**src/rtl/npu_pkg.sv**
```systemverilog
// Shared definitions for the NPU matrix engine: default widths, FSM state
// encoding and the row-major element-offset helper.
package npu_pkg;

  localparam int N_DEF          = 2;
  localparam int DATA_W_DEF     = 32;
  localparam int ADDR_W_DEF     = 10;
  localparam int LAUNCH_DLY_DEF = 4;

  localparam logic [2:0] ST_IDLE  = 3'd0;
  localparam logic [2:0] ST_WAIT  = 3'd1;
  localparam logic [2:0] ST_LOAD  = 3'd2;
  localparam logic [2:0] ST_DRAIN = 3'd3;
  localparam logic [2:0] ST_MAC   = 3'd4;
  localparam logic [2:0] ST_WB    = 3'd5;
  localparam logic [2:0] ST_ACK   = 3'd6;

  function automatic int elem_off(input int i, input int j, input int n);
    return i * n + j;
  endfunction

endpackage

```
**src/rtl/npu_mac.sv**
```systemverilog
// Multiply-accumulate slice: signed product truncated to DATA_W, accumulator
// restarts from zero on the first term of each dot product.
module npu_mac
  import npu_pkg::*;
#(
  parameter int DATA_W = DATA_W_DEF
) (
  input  logic              clk,
  input  logic              rst_n,
  input  logic              en,
  input  logic              clr,
  input  logic [DATA_W-1:0] a,
  input  logic [DATA_W-1:0] b,
  output logic [DATA_W-1:0] acc_d
);

  logic [DATA_W-1:0] acc_q;
  logic [DATA_W-1:0] prod;

  // Low DATA_W bits of a signed product; sum wraps mod 2^DATA_W.
  assign prod = $signed(a) * $signed(b);

  always_comb begin
    acc_d = (clr ? '0 : acc_q) + prod;
  end

  // NOTE: sequential state uses non-blocking assignments so every flop
  // samples the pre-edge value of its inputs, independent of block order.
  always_ff @(posedge clk or negedge rst_n) begin
    if (!rst_n) begin
      acc_q <= '0;
    end else if (en) begin
      acc_q <= acc_d;
    end
  end

endmodule

```
**src/rtl/npu_mat_engine.sv**
```systemverilog
// NPU matrix engine: fetches A and B from data memory, computes C = A x B
// (N x N, row-major) and writes C back, handshaking with ID via busy/ack.
module npu_mat_engine
  import npu_pkg::*;
#(
  parameter int N          = N_DEF,
  parameter int DATA_W     = DATA_W_DEF,
  parameter int ADDR_W     = ADDR_W_DEF,
  parameter int LAUNCH_DLY = LAUNCH_DLY_DEF
) (
  input  logic              clk_50,
  input  logic              rst_n,
  input  logic              en_npu,
  input  logic [ADDR_W-1:0] matA_addr,
  input  logic [ADDR_W-1:0] matB_addr,
  input  logic [ADDR_W-1:0] matC_addr,
  output logic              mem_rd_en,
  output logic [ADDR_W-1:0] mem_rd_addr,
  input  logic [DATA_W-1:0] mem_rd_data,
  output logic              mem_wr_en,
  output logic [ADDR_W-1:0] mem_wr_addr,
  output logic [DATA_W-1:0] mem_wr_data,
  output logic              busy,
  output logic              ack
);

  localparam int NN    = N * N;
  localparam int LOADS = 2 * NN;
  localparam int CNT_W = $clog2((LOADS > LAUNCH_DLY) ? LOADS : LAUNCH_DLY) + 1;
  localparam int IW    = (N > 1) ? $clog2(N) : 1;

  localparam logic [CNT_W-1:0] WAIT_LAST = CNT_W'(LAUNCH_DLY - 1);
  localparam logic [CNT_W-1:0] LOAD_LAST = CNT_W'(LOADS - 1);
  localparam logic [IW-1:0]    IDX_LAST  = IW'(N - 1);

  logic [2:0]        state_q, state_d;
  logic [CNT_W-1:0]  cnt_q, cnt_d, cnt_inc;
  logic [IW-1:0]     i_q, i_d, j_q, j_d, k_q, k_d;
  logic              en_prev_q;
  logic [ADDR_W-1:0] a_base_q, a_base_d, b_base_q, b_base_d, c_base_q, c_base_d;
  logic [DATA_W-1:0] a_buf_q [NN];
  logic [DATA_W-1:0] a_buf_d [NN];
  logic [DATA_W-1:0] b_buf_q [NN];
  logic [DATA_W-1:0] b_buf_d [NN];
  logic              pend_q, pend_d;
  logic [CNT_W-1:0]  pend_idx_q, pend_idx_d;
  logic              rd_en_q, rd_en_d, wr_en_q, wr_en_d, busy_q, busy_d, ack_q, ack_d;
  logic [ADDR_W-1:0] rd_addr_q, rd_addr_d, wr_addr_q, wr_addr_d;
  logic [DATA_W-1:0] wr_data_q, wr_data_d;
  logic [DATA_W-1:0] a_op, b_op, acc_d;

  npu_mac #(.DATA_W(DATA_W)) u_mac (
    .clk   (clk_50),
    .rst_n (rst_n),
    .en    (state_q == ST_MAC),
    .clr   (k_q == '0),
    .a     (a_op),
    .b     (b_op),
    .acc_d (acc_d)
  );

  // Read data lands one cycle after its request; the pending tag says where.
  always_comb begin
    a_buf_d    = a_buf_q;
    b_buf_d    = b_buf_q;
    pend_d     = rd_en_q;
    pend_idx_d = cnt_q;
    a_op       = '0;
    b_op       = '0;
    for (int e = 0; e < NN; e++) begin
      if (pend_q && pend_idx_q == CNT_W'(e))      a_buf_d[e] = mem_rd_data;
      if (pend_q && pend_idx_q == CNT_W'(e + NN)) b_buf_d[e] = mem_rd_data;
      if (elem_off(int'(i_q), int'(k_q), N) == e) a_op = a_buf_q[e];
      if (elem_off(int'(k_q), int'(j_q), N) == e) b_op = b_buf_q[e];
    end
  end

  // NOTE: every variable gets a default before the case so no path leaves
  // one unassigned, which would otherwise infer a latch.
  always_comb begin
    state_d   = state_q;
    cnt_d     = cnt_q;
    cnt_inc   = cnt_q + CNT_W'(1);
    i_d       = i_q;
    j_d       = j_q;
    k_d       = k_q;
    a_base_d  = a_base_q;
    b_base_d  = b_base_q;
    c_base_d  = c_base_q;
    rd_en_d   = 1'b0;
    rd_addr_d = '0;
    wr_en_d   = 1'b0;
    wr_addr_d = '0;
    wr_data_d = '0;
    case (state_q)
      ST_IDLE: begin
        if (en_npu && !en_prev_q) begin
          state_d = ST_WAIT;
          cnt_d   = '0;
        end
      end
      ST_WAIT: begin
        if (!en_npu) begin
          state_d = ST_IDLE;
        end else if (cnt_q == WAIT_LAST) begin
          state_d   = ST_LOAD;
          cnt_d     = '0;
          a_base_d  = matA_addr;
          b_base_d  = matB_addr;
          c_base_d  = matC_addr;
          rd_en_d   = 1'b1;
          rd_addr_d = matA_addr;
        end else begin
          cnt_d = cnt_inc;
        end
      end
      ST_LOAD: begin
        if (!en_npu) begin
          state_d = ST_IDLE;
        end else if (cnt_q == LOAD_LAST) begin
          state_d = ST_DRAIN;
        end else begin
          cnt_d     = cnt_inc;
          rd_en_d   = 1'b1;
          rd_addr_d = (cnt_inc < CNT_W'(NN)) ? a_base_q + ADDR_W'(cnt_inc)
                                             : b_base_q + ADDR_W'(cnt_inc - CNT_W'(NN));
        end
      end
      ST_DRAIN: begin
        state_d = en_npu ? ST_MAC : ST_IDLE;
        i_d     = '0;
        j_d     = '0;
        k_d     = '0;
      end
      ST_MAC: begin
        if (!en_npu) begin
          state_d = ST_IDLE;
        end else if (k_q == IDX_LAST) begin
          wr_en_d   = 1'b1;
          wr_addr_d = c_base_q + ADDR_W'(elem_off(int'(i_q), int'(j_q), N));
          wr_data_d = acc_d;
          k_d       = '0;
          if (j_q == IDX_LAST) begin
            j_d = '0;
            if (i_q == IDX_LAST) begin
              i_d     = '0;
              state_d = ST_WB;
            end else begin
              i_d = i_q + IW'(1);
            end
          end else begin
            j_d = j_q + IW'(1);
          end
        end else begin
          k_d = k_q + IW'(1);
        end
      end
      ST_WB:   state_d = en_npu ? ST_ACK : ST_IDLE;
      ST_ACK:  state_d = ST_IDLE;
      default: state_d = ST_IDLE;
    endcase
    busy_d = (state_d != ST_IDLE);
    ack_d  = (state_d == ST_ACK);
  end

  // NOTE: the operand buffers are small register arrays, so they take the
  // async reset like any other flop rather than being left uninitialised.
  always_ff @(posedge clk_50 or negedge rst_n) begin
    if (!rst_n) begin
      state_q    <= ST_IDLE;
      cnt_q      <= '0;
      i_q        <= '0;
      j_q        <= '0;
      k_q        <= '0;
      en_prev_q  <= 1'b0;
      a_base_q   <= '0;
      b_base_q   <= '0;
      c_base_q   <= '0;
      pend_q     <= 1'b0;
      pend_idx_q <= '0;
      rd_en_q    <= 1'b0;
      rd_addr_q  <= '0;
      wr_en_q    <= 1'b0;
      wr_addr_q  <= '0;
      wr_data_q  <= '0;
      busy_q     <= 1'b0;
      ack_q      <= 1'b0;
      for (int e = 0; e < NN; e++) begin
        a_buf_q[e] <= '0;
        b_buf_q[e] <= '0;
      end
    end else begin
      state_q    <= state_d;
      cnt_q      <= cnt_d;
      i_q        <= i_d;
      j_q        <= j_d;
      k_q        <= k_d;
      en_prev_q  <= en_npu;
      a_base_q   <= a_base_d;
      b_base_q   <= b_base_d;
      c_base_q   <= c_base_d;
      pend_q     <= pend_d;
      pend_idx_q <= pend_idx_d;
      rd_en_q    <= rd_en_d;
      rd_addr_q  <= rd_addr_d;
      wr_en_q    <= wr_en_d;
      wr_addr_q  <= wr_addr_d;
      wr_data_q  <= wr_data_d;
      busy_q     <= busy_d;
      ack_q      <= ack_d;
      a_buf_q    <= a_buf_d;
      b_buf_q    <= b_buf_d;
    end
  end

  assign mem_rd_en   = rd_en_q;
  assign mem_rd_addr = rd_addr_q;
  assign mem_wr_en   = wr_en_q;
  assign mem_wr_addr = wr_addr_q;
  assign mem_wr_data = wr_data_q;
  assign busy        = busy_q;
  assign ack         = ack_q;

endmodule

```
**config.mk**
```make
export PLATFORM = sky130hd
export DESIGN_NAME = npu_mat_engine
export DESIGN_NICKNAME = d
export VERILOG_FILES = /design/src/rtl/npu_pkg.sv /design/src/rtl/npu_mac.sv /design/src/rtl/npu_mat_engine.sv
export SDC_FILE = /design/constraint.sdc
export NUM_CORES = 2
export LEC_CHECK = 0
export CAP_MARGIN = 20
export CORE_ASPECT_RATIO = 1.5
export CORE_MARGIN = 10
export CORE_UTILIZATION = 50
export DETAILED_ROUTE_END_ITERATION = 10
export HOLD_SLACK_MARGIN = 0.06
export PLACE_DENSITY = 0.7
export RECOVER_POWER = 50
export SKIP_CTS_REPAIR_TIMING = 1
export SLEW_MARGIN = 10
export SYNTH_ARGS = -nofsm -noshare
export SYNTH_HDL_FRONTEND = slang
export SYNTH_HIERARCHICAL = 1
export SYNTH_SLANG_ARGS = --single-unit
```
**constraint.sdc**
```tcl
create_clock -name clk_50 -period 7.92 [get_ports clk_50]
set_input_delay 0.792 -clock clk_50 [delete_from_list [all_inputs] [get_ports clk_50]]
set_output_delay 0.792 -clock clk_50 [all_outputs]
set_load 0.02 [all_outputs]
```
---- After elaboration in Yosys (flattened, before gate mapping) ----
Index checks and enable logic that the tools add are counted.
operators by class
  $add $sub $neg .......................... 12
  multipliers ............................. 1
  order comparisons ....................... 1
  eq/ne operators ......................... 28
  muxes and demuxes ....................... 59
  reduce and logical (&&, ||, !) cells .... 22
operator list
  kind                 count
  $mux 32              12
  $mux 10              8
  $eq 32x2->1 const B  2
  $eq 32x3->1 const B  2
  $logic_not 32->1     2
  $mux 3               11
  $add 32x32->32       1
  $mul 32x32->32       1
  $eq 4x3->1 const B   5
  $mux 4               5
  $pmux 10 s2          1
  $pmux 3 s6           1
  $mux 1               16
  $ne 2x2->1 const B   7
  $eq 3x2->1 const B   4
  $eq 4x2->1 const B   3
  $pmux 4 s3           1
  $add 10x10->10       1
  $add 10x3->10        1
  $add 10x4->10        1
  $add 2x1->3          3
  $eq 3x3->1 const B   3
  $logic_and 1x1->1    9
  $pmux 1 s2           4
  15 further kinds     19
storage, ports and cells
  register bits after elaboration ......... 390
  input bits .............................. 65
  output and inout port bits .............. 56
  logic and storage cells ................. 150

---- Depth between registers and ports, before layout ----
  depth in word-level cells ............... 11
  gate-level depth with buffers ........... 32
  depth with buffers taken out ............ 27

---- By module ----
Netlist, hierarchy kept.
modules (own cells, without submodules)
  module          times used  cells each  area each (um^2)  seq. area each (um^2)
  npu_mac         1           2047        18574.1           800.8
  npu_mat_engine  1           1079        15519.9           8958.6

---- Worst setup path before layout ----
OpenSTA, ideal clock, no wires.
  kind .................................... reg-to-reg
  start point ............................. reg j_q
  end point ............................... reg u_mac.acc_q[25]
  setup time .............................. 0.125 ns
  arrival time ............................ 8.352 ns
  data required time ...................... 7.795 ns
  slack ................................... -0.556 ns
  stages on the path, launching flop included .. 28
  path buffers ............................ 3
  clock period less this slack ............ 8.476 ns
  path through ............................ dfrtp_1 > clkbuf_1 > buf_1 > mux4_2 > clkbuf_1 > and2_1 > fa_1 > fa_1 > fa_1 > inv_1 > fa_1 > fa_1 > fa_1 > inv_1 > fa_1 > inv_1 > fa_1 > inv_1 > ha_1 > a211oi_1 > nand2_1 > nor3_1 > o21ai_1 > a41oi_2 > nor3_1 > or4_1 > nor2b_1 > mux2_2
between the ends
  word-level cells in the longest chain between the ends .. 8
  elaborated cells between the ends (all ways) .. 11
  those cells by class .................... 2 x add/sub; 1 x mul; 3 x eq/ne; 4 x mux; 1 x reduce/logical
RTL lines
  item                    line                   RTL
  from (decl)             npu_mat_engine.sv:38   logic [IW-1:0] i_q, i_d, j_q, j_d, k_q, k_d;
  from (signal assigned)  npu_mat_engine.sv:196  j_q <= j_d;
  $add 2x1->3 (*)         npu_pkg.sv:19          return i * n + j;
  $logic_not 32->1        npu_mat_engine.sv:74   if (elem_off(int'(k_q), int'(j_q), N) == e) b_op = b_buf_q[e];
  $mux 32 (3 in a row)    npu_mat_engine.sv:74
  $mux 32 (*)             npu_mat_engine.sv:74
  named net b_op[5]       npu_mat_engine.sv:50   logic [DATA_W-1:0] a_op, b_op, acc_d;
  $mul 32x32->32 (*)      npu_mac.sv:21          assign prod = $signed(a) * $signed(b);
  $add 32x32->32 (*)      npu_mac.sv:24          acc_d = (clr ? '0 : acc_q) + prod;
  named net acc_d[25]     npu_mat_engine.sv:50
  to (signal assigned)    npu_mac.sv:31          acc_q <= '0;
  to (signal assigned)    npu_mac.sv:33          acc_q <= acc_d;
  to (decl)               npu_mac.sv:17          logic [DATA_W-1:0] acc_q;
The timed path passes the listed nets; every way through them passes the cells marked *.
A chain may end at the register's enable or synchronous reset.

---- Worst setup path after layout ----
  start point ............................. reg k_q
  end point ............................... reg u_mac.acc_q[31]
between the ends
  word-level cells in the longest chain between the ends .. 8
  elaborated cells between the ends (all ways) .. 21
  those cells by class .................... 3 x add/sub; 1 x mul; 6 x eq/ne; 9 x mux; 2 x reduce/logical
RTL lines
  item                    line                   RTL
  from (decl)             npu_mat_engine.sv:38
  from (signal assigned)  npu_mat_engine.sv:197  k_q <= k_d;
  $add 2x1->3 (*)         npu_pkg.sv:19
  $logic_not 32->1        npu_mat_engine.sv:73   if (elem_off(int'(i_q), int'(k_q), N) == e) a_op = a_buf_q[e];
  $mux 32 (3 in a row)    npu_mat_engine.sv:73
  $mux 32 (*)             npu_mat_engine.sv:73
  named net a_op[21]      npu_mat_engine.sv:50
  $mul 32x32->32 (*)      npu_mac.sv:21
  $add 32x32->32 (*)      npu_mac.sv:24
  named net acc_d[31]     npu_mat_engine.sv:50
Marks and branches as above.

==> flow_metrics.py <==
metrics = {
    "outcome": {
        "violations": "capacitance limit, slew limit",
        "status": "complete, but fails checks",
    },
    "cells_and_area": {
        "fin_cells": 4318,
        "syn_to_final_growth_pct": 16.6,
        "final_cell_mix": "inv_1 (549), fa_1 (434), dfrtp_1 (387), nand2_1 (358), and2_1 (320)",
        "layout-drive-gt1-share": 0.211,
        "final_common_cell": "inv_1",
        "final_nets": 4066,
    },
    "route": {
        "routedWlPerCell_um": 20.0,
        "drt_first_pass_iters": 5,
        "drc": 0,
        "drt-initial-drc-count": 1112,
        "ant_nets": 0,
        "wirelength_mm": 86.2,
        "route.vias.total": 22900,
        "avgViaCountPerCell": 5.31,
    },
    "floorplanning": {
        "die_area_um2": 79200,
        "rows": 117,
        "ios": 121,
        "chipWidth_um": 233,
        "start_util": 0.503,
        "die_y_um": 340,
        "core_area_um2": 67800,
    },
    "cts": {
        "clk_latency_ps": 600,
        "cts_buffers": 39,
        "clk_pin_slew_worst_paths_ps": 70,
        "cts_tree": "built",
        "clock-sinks": 390,
        "cts.path.max_buffers": 3,
        "cts_root_buf": "clkbuf_16",
        "cts_htree_levels": 2,
    },
    "worst_setup_path": {
        "worstPathRequired_ps": 8380,
        "cp_max_fo": 15,
        "crit_slowest_cell": "mux4_2",
        "cp.arrival_ps": 8370,
        "crit_type": "reg2reg",
        "slowest_delay_ps": 650,
        "crit_path_end_kind": "flop",
        "worst_r2r_path_depth": 26,
        "critPathLaunchType": "flop",
    },
    "timing": {
        "maxSlewViolCount": 292,
        "skew_ps": 31.0,
        "setup_viol": 0,
        "max_slew_margin": -3.16,
        "worstMarginPinSlew_ps": 6250,
        "hold_viol": 0,
        "period_share": 0.998,
        "period_needed_ps": 7910,
        "fmax_mhz": 126,
        "rsz0062_at_grt": "yes",
    },
    "worst_hold_path": {
        "hold_depth": 0,
        "hp-class": "reg2reg",
    },
    "flow_run": {
        "cap_violations": 6,
    },
    "synth": {
        "synth.cell_area_um2": 34100,
        "syn_avg_cell_area_um2": 10.9,
        "synth_edf_count": 0,
        "ys_ff_latch": 390,
        "synth_nets": 3797,
        "synthFlopType": "dfrtp_1",
        "syn_inst": 3126,
        "yosysSeqAreaShare": 0.286,
        "async_flop_share": 1.00,
        "yosysUniqueCellTypes": 63,
        "yosys_warnings": 6,
    },
    "placed_design": {
        "dp_hpwl_mm": 68.5,
        "port_buffers": 120,
        "dp.cells": 4216,
        "routabilityCongestion": 0.952,
    },
    "grt": {
        "grt_max_degree": 142,
        "grt_first_pass_wirelength_mm": 138,
        "grt_pass1_vias": 25100,
        "track_usage": 0.222,
        "antenna_found_initial": 0,
        "overflow": 0,
    },
}
worst paths after layout:
| path | start | slack, ps | end |
|---|---|---|---|
| setup / recovery | k_q | 10 | u_mac/acc_q[31] |
| min in group asynchronous | rst_n | 2780 | b_buf_q[84] |
| hold reg to reg | mem_rd_en | 400 | pend_q |
| setup reg to reg | k_q | 10 | u_mac/acc_q[31] |
| max in group asynchronous | rst_n | 1610 | a_base_q[7] |
| hold / removal | mem_rd_en | 400 | pend_q |
metrics by stage:
step | utilization | setup TNS (ps) | hold slack, ps | area [um^2] | worst slack (ps)
3_5_place_dp | 0.559 | -1060 | 382 | 37900 | -272
4_1_cts | 0.578 | -1430 | 373 | 39200 | -307
5_1_grt | 0.586 | -1390 | 415 | 39700 | -215
6_report | 0.586 | 0 | 404 | 39700 | 13.9
2_1_floorplan | - | 0 | 424 | 34100 | 28.9
3_3_place_gp | 0.559 | -342 | 394 | 37900 | -222
layer usage:
layer,global-route usage,vias to the layer above,routed length (um)
li1,-,10200,-
met1,0.260,11800,32700
met5,0,-,0
met3,0.0352,204,4590
met2,0.399,648,45500
met4,0.0823,0,3430
cells by family (layout without fill, tap and decap cells):
group / after synthesis / in the layout / share of synthesized area
and+or+nand+nor: 835 / 835 / 0.123
buffers and inverters: 704 / 1003 / 0.0775
adders and majority gates: 607 / 607 / 0.320
DFF: 390 / 390 / 0.286
muxes: 357 / 357 / 0.139
AOI/OAI and AO/OA: 123 / 123 / 0.0259
xor gates and xnor gates: 110 / 110 / 0.0283
other: 0 / 1 / 0
flip-flops by register name, summed over array words and instances, names as in the netlist, 3 cells and up:
register,count
a_base_q,10
a_buf_q,128
b_base_q,10
b_buf_q,128
c_base_q,10
cnt_q,4
mem_rd_addr,10
mem_wr_addr,10
mem_wr_data,32
pend_idx_q,4
state_q,3
u_mac/acc_q,32
worst max-delay path, delay by kind of cell (launching register included):
| kind | cells | cell delay, ps |
|---|---|---|
| xor+xnor | 8 | 1320 |
| fa+ha+maj | 8 | 3920 |
| buf+inv | 7 | 910 |
| flops | 1 | 510 |
| mux | 2 | 920 |
| simple gates | 1 | 170 |
cells in the mapped netlist, types with 2 or more instances:
cell,count,area (um^2)
xor2_1,24,210
or3_1,3,18.8
o21bai_1,4,30.0
clkbuf_1,132,495
o221ai_1,3,26.3
buf_1,19,71.3
dfrtp_1,390,9760
and4_1,2,17.5
nand2_1,359,1350
nand3b_1,3,22.5
a21oi_1,26,130
o21ai_0,27,135
xnor2_1,86,753
mux2_2,288,3240
and3_1,7,43.8
ha_1,165,2060
o21a_1,6,45.0
nor3_1,10,50.1
and3b_1,2,17.5
mux4_2,64,1440
nand4_1,3,18.8
inv_1,553,2080
fa_1,441,8830
a221o_1,2,20.0
a211oi_1,7,52.6
and2_1,325,2030
nand3_1,14,70.1
a211o_1,2,17.5
nor4_1,2,12.5
nor3b_1,4,30.0
nand2b_1,19,119
o31ai_4,2,42.5
a31oi_1,3,18.8
a21o_1,14,105
o21ai_1,3,15.0
o211ai_1,2,15.0
nor2b_1,30,188
mux2i_1,4,40.0
nor2_1,48,180
o31ai_1,5,37.5
cell type report:
| cell class | count | area [um^2] |
|---|---|---|
| Clock inverter | 11 | 154 |
| Clock buffer | 60 | 1140 |
| Multi-Input combinational cell | 2032 | 21900 |
| Fill cell | 5470 | 28000 |
| Sequential cell | 390 | 9770 |
| Inverter | 553 | 2080 |
| Antenna cell | 1 | 2.50 |
| Tap cell | 892 | 1120 |
| Timing Repair Buffer | 379 | 3540 |
Power is not shown: default switching activity piles up to over one toggle a cycle in this logic, so the estimate is an artifact.
